$ cat src/rtl/pc_link_pkg.sv
// Shared types for the PC UART link multiplexer: FSM state encoding and
// the RX steering selects.
package pc_link_pkg;

   typedef enum logic [1:0] {
      S_MSP   = 2'b00,
      S_ARM   = 2'b01,
      S_PT    = 2'b10,
      S_DRAIN = 2'b11
   } state_t;

   typedef logic [1:0] rx_sel_t;

   localparam rx_sel_t RX_SEL_NONE = 2'd0;
   localparam rx_sel_t RX_SEL_MSP  = 2'd1;
   localparam rx_sel_t RX_SEL_ESC  = 2'd2;

endpackage

$ cat src/rtl/pc_tx_skid.sv
// One-entry holding register between the granted TX source and the PC UART.
// Data is only reloaded on an accepted transfer, so it stays put while stalled.
module pc_tx_skid #(
   parameter int W = 8
) (
   input  logic         clk,
   input  logic         rst_n,
   input  logic [W-1:0] i_data,
   input  logic         i_valid,
   output logic         o_ready,
   output logic [W-1:0] o_data,
   output logic         o_valid,
   input  logic         i_ready
);

   logic [W-1:0] r_data;
   logic         r_valid;

   assign o_ready = !r_valid || i_ready;
   assign o_data  = r_data;
   assign o_valid = r_valid;

   always_ff @(posedge clk or negedge rst_n) begin
      if (!rst_n) begin
         r_data  <= '0;
         r_valid <= 1'b0;
      end else if (i_valid && o_ready) begin
         r_data  <= i_data;
         r_valid <= 1'b1;
      end else if (i_ready) begin
         r_valid <= 1'b0;
      end
   end

endmodule

$ cat src/rtl/pc_link_mux.sv
// Shares one PC UART between the MSP responder and an ESC passthrough bridge,
// with an idle timeout that drops passthrough back to MSP mode.
module pc_link_mux
   import pc_link_pkg::*;
#(
   parameter int CLK_FREQ_HZ = 72_000_000,
   parameter int TIMEOUT_MS  = 5000
) (
   input  logic       clk,
   input  logic       rst_n,
   input  logic [7:0] pc_rx_data,
   input  logic       pc_rx_valid,
   output logic [7:0] pc_tx_data,
   output logic       pc_tx_valid,
   input  logic       pc_tx_ready,
   output logic [7:0] msp_rx_data,
   output logic       msp_rx_valid,
   input  logic [7:0] msp_tx_data,
   input  logic       msp_tx_valid,
   output logic       msp_tx_ready,
   input  logic       msp_active,
   input  logic       passthru_req,
   output logic [7:0] esc_rx_data,
   output logic       esc_rx_valid,
   input  logic [7:0] esc_tx_data,
   input  logic       esc_tx_valid,
   output logic       esc_tx_ready,
   input  logic       esc_exit,
   output logic       passthru_active,
   output logic       timeout_evt
);

   localparam int             TO_CYCLES = CLK_FREQ_HZ / 1000 * TIMEOUT_MS;
   localparam int             CW        = $clog2(TO_CYCLES + 1);
   localparam logic [CW-1:0]  CNT_RLD   = CW'(TO_CYCLES - 1);

   state_t        r_state;
   logic [CW-1:0] r_cnt;
   logic          r_run;
   logic [7:0]    r_msp_rx_data, r_esc_rx_data;
   logic          r_msp_rx_valid, r_esc_rx_valid;
   logic          r_pt_active, r_timeout;

   rx_sel_t       w_rx_sel;
   logic          w_grant_msp, w_grant_esc, w_skid_rdy;
   logic          w_tx_valid, w_reload, w_tc;
   logic [7:0]    w_tx_data;

   always_comb begin
      w_rx_sel = RX_SEL_NONE;
      case (r_state)
         S_MSP:   w_rx_sel = RX_SEL_MSP;
         S_PT:    w_rx_sel = RX_SEL_ESC;
         default: w_rx_sel = RX_SEL_NONE;
      endcase
   end

   // r_run keeps both readies low until the first edge after reset release.
   assign w_grant_msp = r_run && ((r_state == S_MSP) || (r_state == S_ARM));
   assign w_grant_esc = r_run && (r_state == S_PT);
   assign w_tx_valid  = (w_grant_msp && msp_tx_valid) || (w_grant_esc && esc_tx_valid);
   assign w_tx_data   = w_grant_esc ? esc_tx_data : msp_tx_data;

   assign msp_tx_ready = w_grant_msp && w_skid_rdy;
   assign esc_tx_ready = w_grant_esc && w_skid_rdy;

   assign w_reload = pc_rx_valid || (esc_tx_valid && esc_tx_ready);
   assign w_tc     = (r_cnt == '0) && !w_reload;

   pc_tx_skid #(.W(8)) u_skid (
      .clk     (clk),
      .rst_n   (rst_n),
      .i_data  (w_tx_data),
      .i_valid (w_tx_valid),
      .o_ready (w_skid_rdy),
      .o_data  (pc_tx_data),
      .o_valid (pc_tx_valid),
      .i_ready (pc_tx_ready)
   );

   always_ff @(posedge clk or negedge rst_n) begin
      if (!rst_n) begin
         r_state        <= S_MSP;
         r_cnt          <= CNT_RLD;
         r_run          <= 1'b0;
         r_msp_rx_data  <= '0;
         r_msp_rx_valid <= 1'b0;
         r_esc_rx_data  <= '0;
         r_esc_rx_valid <= 1'b0;
         r_pt_active    <= 1'b0;
         r_timeout      <= 1'b0;
      end else begin
         r_run          <= 1'b1;
         r_timeout      <= 1'b0;
         r_msp_rx_valid <= pc_rx_valid && (w_rx_sel == RX_SEL_MSP);
         r_esc_rx_valid <= pc_rx_valid && (w_rx_sel == RX_SEL_ESC);
         if (pc_rx_valid && (w_rx_sel == RX_SEL_MSP)) r_msp_rx_data <= pc_rx_data;
         if (pc_rx_valid && (w_rx_sel == RX_SEL_ESC)) r_esc_rx_data <= pc_rx_data;

         case (r_state)
            S_MSP: if (passthru_req) r_state <= S_ARM;
            S_ARM: if (!msp_active && !msp_tx_valid && !pc_tx_valid) begin
               r_state     <= S_PT;
               r_pt_active <= 1'b1;
               r_cnt       <= CNT_RLD;
            end
            S_PT: begin
               // Explicit exit wins over a coincident timeout: no event pulse.
               if (esc_exit || w_tc) begin
                  r_state   <= S_DRAIN;
                  r_timeout <= !esc_exit;
                  r_cnt     <= CNT_RLD;
               end else if (w_reload) begin
                  r_cnt <= CNT_RLD;
               end else if (r_cnt != '0) begin
                  r_cnt <= r_cnt - CW'(1);
               end
            end
            S_DRAIN: if (!pc_tx_valid) begin
               r_state     <= S_MSP;
               r_pt_active <= 1'b0;
            end
            default: r_state <= S_MSP;
         endcase
      end
   end

   assign msp_rx_data     = r_msp_rx_data;
   assign msp_rx_valid    = r_msp_rx_valid;
   assign esc_rx_data     = r_esc_rx_data;
   assign esc_rx_valid    = r_esc_rx_valid;
   assign passthru_active = r_pt_active;
   assign timeout_evt     = r_timeout;

endmodule

$ cat config.mk
export PLATFORM = sky130hd
export DESIGN_NAME = pc_link_mux
export DESIGN_NICKNAME = d
export VERILOG_FILES = /design/src/rtl/pc_link_pkg.sv /design/src/rtl/pc_tx_skid.sv /design/src/rtl/pc_link_mux.sv
export SDC_FILE = /design/constraint.sdc
export NUM_CORES = 1
export LEC_CHECK = 0
export ABC_CLOCK_PERIOD_IN_PS = 2600
export CORE_MARGIN = 2
export CORE_UTILIZATION = 26
export CTS_CLUSTER_SIZE = 8
export DETAILED_ROUTE_END_ITERATION = 7
export GPL_TIMING_DRIVEN = 0
export SKIP_LAST_GASP = 1
export SYNTH_ARGS = -nofsm -noshare
export SYNTH_HDL_FRONTEND = slang
export SYNTH_HIERARCHICAL = 1
export SYNTH_SLANG_ARGS = --single-unit
$ cat constraint.sdc
create_clock -name clk -period 2.6 [get_ports clk]
set_input_delay 0.78 -clock clk [delete_from_list [all_inputs] [get_ports clk]]
set_output_delay 0.78 -clock clk [all_outputs]
set_load 0.02 [all_outputs]
Yosys cells after proc, flatten, opt, wreduce, memory -nomap -nowiden
Index checks and enable logic that the tools add are counted.
{"block": "op_classes", "add_sub_neg": 1, "eq_ne": 10, "mux": 19, "n_reduce_logical": 32}
{"cell": "$mux 29", "count": 4}
{"cell": "$pmux 29 s2", "count": 1}
{"cell": "$logic_not 29->1", "count": 1}
{"cell": "$reduce_bool 29->1", "count": 1}
{"cell": "$sub 29x1->29 const B", "count": 1}
{"cell": "$logic_and 1x1->1", "count": 13}
{"cell": "$mux 2", "count": 4}
{"cell": "$mux 8", "count": 1}
{"cell": "$pmux 2 s4", "count": 1}
{"cell": "$eq 2x2->1 const B", "count": 3}
{"cell": "$mux 1", "count": 6}
{"cell": "$reduce_and 3->1", "count": 2}
{"cell": "$reduce_bool 2->1", "count": 3}
{"cell": "$logic_not 1->1", "count": 5}
{"cell": "$logic_or 1x1->1", "count": 5}
{"cell": "$eq 2x1->1 const B", "count": 2}
{"cell": "$ne 2x1->1 const B", "count": 2}
{"cell": "$ne 2x2->1 const B", "count": 2}
{"cell": "$ne 4x2->1 const B", "count": 1}
{"cell": "$pmux 2 s2", "count": 1}
{"cell": "$reduce_and 4->1", "count": 1}
{"cell": "$logic_not 2->1", "count": 1}
{"cell": "$pmux 1 s2", "count": 1}
{"block": "totals", "register_bits": 61, "inputBits": 33, "elab_cells": 73}

Longest topological paths before layout
Gate-level depths: netlist (run 1).
{"block": "depth", "word_depth": 10, "mapped_depth": 8, "ltp_nobuf": 7}

Modules after synthesis
Netlist (run 1), hierarchy kept.
{"module": "pc_link_mux", "instances": 1, "cells_each": 247, "area_each_um2": 2631.3}
{"module": "pc_tx_skid", "instances": 1, "cells_each": 20, "area_each_um2": 385.4}

Worst setup path before layout (run 1)
No wires, ideal clock.
{"block": "synth_timing", "path_type": "reg-to-reg", "from": "register r_cnt[15]", "to": "register r_cnt[28]", "setup_time_ns": 0.060, "t_arrival_ns": 2.334, "t_required_ns": 2.540, "slack_ns": 0.206, "stages_incl_launch_ff": 7, "n_path_buf": 1, "period_less_slack_ns": 2.394, "path_cell_list": "dfrtp_1 > or4_4 > or4_1 > clkbuf_2 > or4_4 > a211o_1 > nand2_1"}
{"block": "synth_between", "elab_chain_cells": 5, "word_cells_on_any_way": 11, "classes_between": "add/sub (1); eq/ne (1); mux (4); reduce/logical (5)"}
{"element": "start: declaration", "line": "pc_link_mux.sv:38", "rtl": "logic [CW-1:0] r_cnt;"}
{"element": "start signal: assignment", "line": "pc_link_mux.sv:116", "rtl": "r_cnt <= r_cnt - CW'(1);"}
{"element": "$sub 29x1->29 / $logic_not 29->1 (equally long branches)", "line": "pc_link_mux.sv:116, pc_link_mux.sv:68"}
{"element": "$mux 29 / $logic_and 1x1->1 (equally long branches)", "line": "pc_link_mux.sv:115, pc_link_mux.sv:68"}
{"element": "$mux 29 / $logic_or 1x1->1 (equally long branches)", "line": "pc_link_mux.sv:113, pc_link_mux.sv:109"}
{"element": "$mux 29 / $ne 4x2->1 (equally long branches)"}
{"element": "$pmux 29 s2 / $reduce_and 3->1 (equally long branches)"}
Several ways; a longest one is shown, not always the timed one. The select of a mux whose other input is x is not followed.
A chain may end at the register's enable or synchronous reset.

Worst setup path in the final report (run 1)
{"block": "layout_timing", "from": "input msp_tx_valid", "to": "register r_cnt[27]"}
{"block": "layout_between", "elab_chain_cells": 5}
{"element": "start: declaration", "line": "pc_link_mux.sv:19", "rtl": "input logic msp_tx_valid,"}
{"element": "$logic_not 1->1", "line": "pc_link_mux.sv:102", "rtl": "S_ARM: if (!msp_active && !msp_tx_valid && !pc_tx_valid) begin"}
{"element": "$logic_and 1x1->1 (2 in a row)", "line": "pc_link_mux.sv:102"}
{"element": "$ne 2x1->1 (no line)"}
{"element": "$reduce_and 3->1 (no line)"}
Every way passes these cells.

==> results of run 1 <==
[power groups by stage]
stage	logic [W]	clock network [W]	registers [W]
5_1_grt	0.00198	0.00141	0.00143
3_3_place_gp	0.00182	0	0.00139
2_1_floorplan	0.000817	0	0.00164
3_5_place_dp	0.00184	0	0.00140
4_1_cts	0.00184	0.00136	0.00139
6_report	0.00182	0.00133	0.00139
[final timing paths]
path	start	endpoint	slack [ns]	cells after the start
setup / recovery	msp_tx_valid	r_cnt[27]	0.05	6
hold / removal	rst_n	r_state[0]	0.37	1
setup reg to reg	r_cnt[15]	r_cnt[28]	0.06	6
hold reg to reg	r_cnt[28]	r_cnt[28]	0.49	2
max in group asynchronous	rst_n	r_cnt[0]	1.49	3
min in group clk	r_cnt[28]	r_cnt[28]	0.49	2
[flip-flops by register name, summed over array words and instances (netlist names)]
name             flops
timeout_evt          1
r_run                1
msp_rx_valid         1
msp_rx_data          8
passthru_active      1
u_skid/o_valid       1
u_skid/o_data        8
esc_rx_data          8
esc_rx_valid         1
r_cnt               29
r_state              2
[through the flow]
step	hold slack (ns)	power, W	instance area [um2]	setup WS, ns
2_1_floorplan	0.458	0.00246	3020	0.206
3_3_place_gp	0.485	0.00321	3830	-1.23
3_5_place_dp	0.484	0.00324	3870	-0.665
4_1_cts	0.380	0.00459	4210	-0.109
5_1_grt	0.389	0.00481	4230	-0.0274
6_report	0.373	0.00453	4230	0.0458
[worst reg2reg max path: cells and delay by family, from the launching register on]
family / cells / cell delay (ns)
DFF: 1 / 0.44
and+or+nand+nor: 4 / 1.56
AOI/OAI and AO/OA: 1 / 0.30
buffers and inverters: 1 / 0.18
[cell usage after synthesis, types with 2 or more instances]
master,count
inv_1,8
nand3_1,3
nor2_1,22
clkbuf_1,3
or4_4,2
nor4_1,12
and2_1,2
ha_1,7
a211o_1,3
nand4_1,4
nor3b_1,2
and3_1,2
a31oi_1,2
o31ai_1,3
dfrtp_1,42
o21ai_0,10
xor2_1,3
mux2_4,8
xnor2_1,17
nand2b_1,3
dfstp_2,19
mux2_2,25
or3_1,2
a21oi_1,4
nand2_1,25
nor3_1,15
[routing by layer]
| metal | vias up | wire length, um | track usage (%) |
|---|---|---|---|
| met2 | 46 | 3490 | 18.8 |
| met1 | 1147 | 3100 | 14.6 |
| met5 | - | 0 | 0 |
| met4 | 0 | 45 | 2.80 |
| li1 | 1110 | - | - |
| met3 | 8 | 300 | 4.14 |
[cells by family (layout without fill, tap and decap cells)]
| logic type | Yosys count | after routing | share of synthesized area [%] |
|---|---|---|---|
| AOI/OAI and AO/OA | 31 | 31 | 6.93 |
| xor gates and xnor gates | 20 | 20 | 5.81 |
| adders and majority gates | 7 | 7 | 2.90 |
| buffers and inverters | 12 | 92 | 1.53 |
| DFF | 61 | 61 | 51.4 |
| muxes | 33 | 33 | 13.3 |
| other | 1 | 1 | 0.124 |
| and+or+nand+nor | 102 | 102 | 18.0 |
[area by class of cell]
class / count / area [um2]
Multi-Input combinational cell: 194 / 1460
Inverter: 8 / 30.0
Tap cell: 143 / 179
Sequential cell: 61 / 1550
Fill cell: 1122 / 7140
Buffer: 3 / 13.8
Timing Repair Buffer: 65 / 663
Clock buffer: 9 / 225
Clock inverter: 7 / 105
[timing repair]
item,4_1_cts,5_1_grt
gates resized for setup,8,10
pin swaps,0,2
endpoints found under the hold margin,0,0
cloned,0,0
hold buffers,0,0
setup endpoints to repair,25,24
==> out/qor.csv, run 1 <==
metric,value,unit
Die Y,112,um
setup TNS,0,ns
layout cells sized above 1,25.4,%
Max H-tree Level,3,
CP Class,input port to register,
Sw Ratio,35.2,%
crit path cell chain,"clkdlybuf4s50_1, o31ai_4, nand4b_1, nor4_1, xnor2_1, nor2_1",
CTS tree,yes,
largest cells by area after synthesis,"dfrtp_1 35%, dfstp_2 17%, mux2_2 9.3%",
Initial DRC Count,74,
most frequent cells in the layout,"60 x clkdlybuf4s50_1, 41 x dfrtp_1, 25 x nand2_1, 25 x mux2_2, 22 x nor2_1",
crit-path max FO,7,
CTS buffer count,9,
status,"complete, no violations",
net load switching power,0.00159,W
synthesized instance count,267,
max-slew violations,0,
Cells after DPL,475,
worst-margin pin slew,0.657,ns
syn nets,307,
worst hold path class,input port to asynchronous set/reset pin,
Overflow after GRT,0,
Finished Core Util,37.2,%
number of max-cap violations,0,
Total Routing Usage GR,11.5,%
clock latency on the worst-skew pair,0.33,ns
Crit path max-delay family,simple AND/OR/NAND/NOR gates,
first-pass GRT wire length,11700,um
leakage power total,1.66,nW
sequential fraction of design power,30.7,%
largest net degree at the start of global routing,26,
Die W,112,um
Final Hold Viols,0,
final-report setup violation count,0,
clk slew on worst S/H paths,0.06,ns
count of cell types in the netlist,45,
Max Clk Rate,392,MHz
CP arrival,2.77,ns
routed vias,2311,
Max Buffers Root-to-Sink,2,
syn avg cell area,11.3,um2
CP max-delay cell,clkdlybuf4s50_1,
top_reg_cell synth,dfrtp_1,
CP Launch Type,input port,
initial antenna violation count,0,
Yosys reg bits,61,
post-synthesis async set-or-reset flop share,100,%
Clock power frac,29.2,%
Syn-to-layout area delta,40.3,%
I/O pins,64,
Yosys warning total,6,
Sink Count,61,
detailed-route DRC error count,0,
total internal power,0.00294,W
CP bufs+invs,1,
Root Buffer,clkbuf_16,
Logic pwr share,40.1,%
pwr dens,1070,nW/um2
WL/cell,14.2,um
WP data required,2.81,ns
DIE AREA,12500,um2
vias per inst,4.72,
Final nets,382,
skew final,0.00717,ns
Final Cycle Share,98.2,%
slew margin rel.,55.8,%
Period minus WS final,2.55,ns
"commonest non-fill, non-tap cell in the layout",clkdlybuf4s50_1,
post-route ant nets,0,
post-synth top area share,34.8,%
postcts setup bufs,0,
Core Footprint,11400,um2
Ant. Diodes,0,
biggest area consumer among synthesized cells,dfrtp_1,
DRT Pass-1 Iters,4,
Peak VDD IR,530,uV
Site Rows,39,
final cell count without fillers,490,
GP Congestion,0.771,
critical path's largest stage delay,0.51,ns
vias in the first global route,2405,
unrepaired setup endpoints after global routing,yes,
starting density of the core,26.5,%
Syn Std Cell Area,3020,um2
DP HPWL,5010,um
Port Buffers,63,
critical path endpoint category,register,
Post-synth EDFFs,0,
DRT Wirelength,6940,um
register area share after synthesis,51.4,%
No activity file was read; power rests on OpenSTA's default activity.
==> run 2: changes to the inputs <==
--- a/config.mk
+++ b/config.mk
@@ -11,6 +11,8 @@
 export CTS_CLUSTER_SIZE = 8
 export DETAILED_ROUTE_END_ITERATION = 7
 export GPL_TIMING_DRIVEN = 0
+export PLACE_DENSITY_LB_ADDON = 0.12
+export SETUP_SLACK_MARGIN = 0.5
 export SKIP_LAST_GASP = 1
 export SYNTH_ARGS = -nofsm -noshare
 export SYNTH_HDL_FRONTEND = slang
==> run 2 against run 1 <==
Compared with the run above:
- setup slack improved by 0.18 ns
- clock skew increased by 0.0020 ns
- die area unchanged
- sequential cell count unchanged
- global-route usage increased by 1.4 points
==> out/qor.csv, run 2 (synthesis gave the netlist of run 1 again) <==
metric,value,unit
Clock power frac,23.2,%
final-report setup violation count,0,
first-pass GRT wire length,12800,um
leakage power total,2.01,nW
largest net degree at the start of global routing,62,
routed vias,2405,
Sink Count,61,
worst hold path class,register to register,
number of max-cap violations,0,
Ant. Diodes,0,
Die Y,112,um
Syn-to-layout area delta,54.4,%
Max Buffers Root-to-Sink,2,
max-slew violations,0,
CTS buffer count,9,
total internal power,0.00304,W
r2r setup slk,0.22,ns
Peak VDD IR,477,uV
Fill cells,1077,
Port Buffers,63,
cts hold-fix bufs,0,
WHS,0.496,ns
hold path startpoint,esc_rx_data[1],
detailed-route DRC error count,0,
pwr dens,1030,nW/um2
starting density of the core,26.5,%
Max H-tree Level,3,
Final Hold Viols,0,
post-route ant nets,0,
DP HPWL,5000,um
critical path endpoint category,register,
clock latency on the worst-skew pair,0.33,ns
GP Congestion,0.717,
WP data required,2.87,ns
CP Class,register to register,
I/O pins,64,
worst-margin pin slew,0.784,ns
Initial DRC Count,60,
Die W,112,um
CP arrival,2.65,ns
max FFs per register,29,
Core Footprint,11400,um2
Period minus WS final,2.38,ns
Logic pwr share,48.0,%
sequential fraction of design power,28.8,%
worst reg2reg path depth,6,
Overflow after GRT,0,
Final nets,415,
most frequent cells in the layout,"42 x clkdlybuf4s50_1, 41 x dfrtp_1, 29 x buf_4",
Site Rows,39,
layout cells sized above 1,38.2,%
initial antenna violation count,0,
CTS tree,yes,
status,"complete, no violations",
DIE AREA,12500,um2
largest register by flop count,r_cnt,
DRT Pass-1 Iters,4,
skew final,0.00918,ns
Final Cycle Share,91.5,%
vias per inst,4.60,
reg2reg start,r_cnt[18],
CP Launch Type,register,
Tot Pwr,0.00480,W
Crit. Startpoint,r_cnt[18],
Root Buffer,clkbuf_16,
DRT Wirelength,7800,um
Critical Path End,r_cnt[28],
clk slew on worst S/H paths,0.06,ns
Sw Ratio,36.6,%
Total Routing Usage GR,12.9,%
unrepaired setup endpoints after global routing,yes,
"commonest non-fill, non-tap cell in the layout",clkdlybuf4s50_1,
RR Endpoint,r_cnt[28],
vias in the first global route,2504,
setup TNS,0,ns
net load switching power,0.00176,W
slew margin rel.,47.7,%
WL/cell,14.9,um
Max Clk Rate,421,MHz
crit-path max FO,3,
-- run 2: cell count changes in the layout (fill, tap and decap cells not counted), moves of 4 or more --
cell / delta
dlymetal6s2s_1: +14
buf_4: +29
clkdlybuf4s50_1: -18
nor4_4: +4
buf_6: +9
nor4_1: -5
-- run 2: layout make-up --
cell class                 instances  area (um2)  share of cell area, %
inverter                           8        30.0                  0.645
tap                              143         179                   3.84
clock inverter                     7        51.3                   1.10
multi-input combinational        194        1650                   35.4
timing repair buffer              97         927                   19.9
clock buffer                       9         225                   4.84
buffer                             4        46.3                  0.994
sequential                        61        1550                   33.3
-- run 2: stage by stage --
step	setup slack [ns]	std cells	util [%]	instance area, um2
after floorplan	0.268	267	-	3020
after global placement	-1.49	473	33.7	3830
after detailed placement	-0.505	473	33.7	3830
after CTS	0.226	510	39.3	4460
after global routing	0.172	523	41.0	4660
final	0.222	523	41.0	4660
-- run 2: worst min path at each step --
| stage | end | slack (ns) | cells after the start |
|---|---|---|---|
| global route | r_cnt[28] | 0.52 | 2 |
| finish | esc_rx_data[1] | 0.50 | 1 |
| global placement | r_cnt[28] | 0.48 | 2 |
| floorplan | r_cnt[28] | 0.46 | 2 |
| CTS | r_cnt[28] | 0.49 | 2 |
| detailed placement | r_cnt[28] | 0.48 | 2 |
-- run 2: power by group through the flow --
stage / Combinational [W] / Clock [W] / Sequential, W
after floorplan: 0.000822 / 0 / 0.00164
after detailed placement: 0.00188 / 0 / 0.00140
after CTS: 0.00212 / 0.00114 / 0.00138
final: 0.00230 / 0.00111 / 0.00138
after global placement: 0.00188 / 0 / 0.00139
after global routing: 0.00247 / 0.00119 / 0.00142
-- run 2: critical path, cell delays in order (launching register included) --
cell     delay [ns]
dfstp_2        0.38
or4_4          0.53
or4_4          0.43
buf_8          0.13
or4_4          0.51
a211o_1        0.27
nand2_1        0.06
-- run 2: what timing repair did --
item	in CTS	in global routing
cloned	0	1
buffers inserted	21	12
resized for setup	59	40
endpoints found under the hold margin	0	0
endpoints found under the setup margin	42	47
pin swaps	18	11
-- run 2: routing by layer --
metal	track usage, %	part of all wire, %	vias up
met3	3.48	3.0	6
met2	20.5	49	35
li1	-	-	1181
met1	16.7	47	1183
met5	0	0	-
met4	5.02	1.2	0
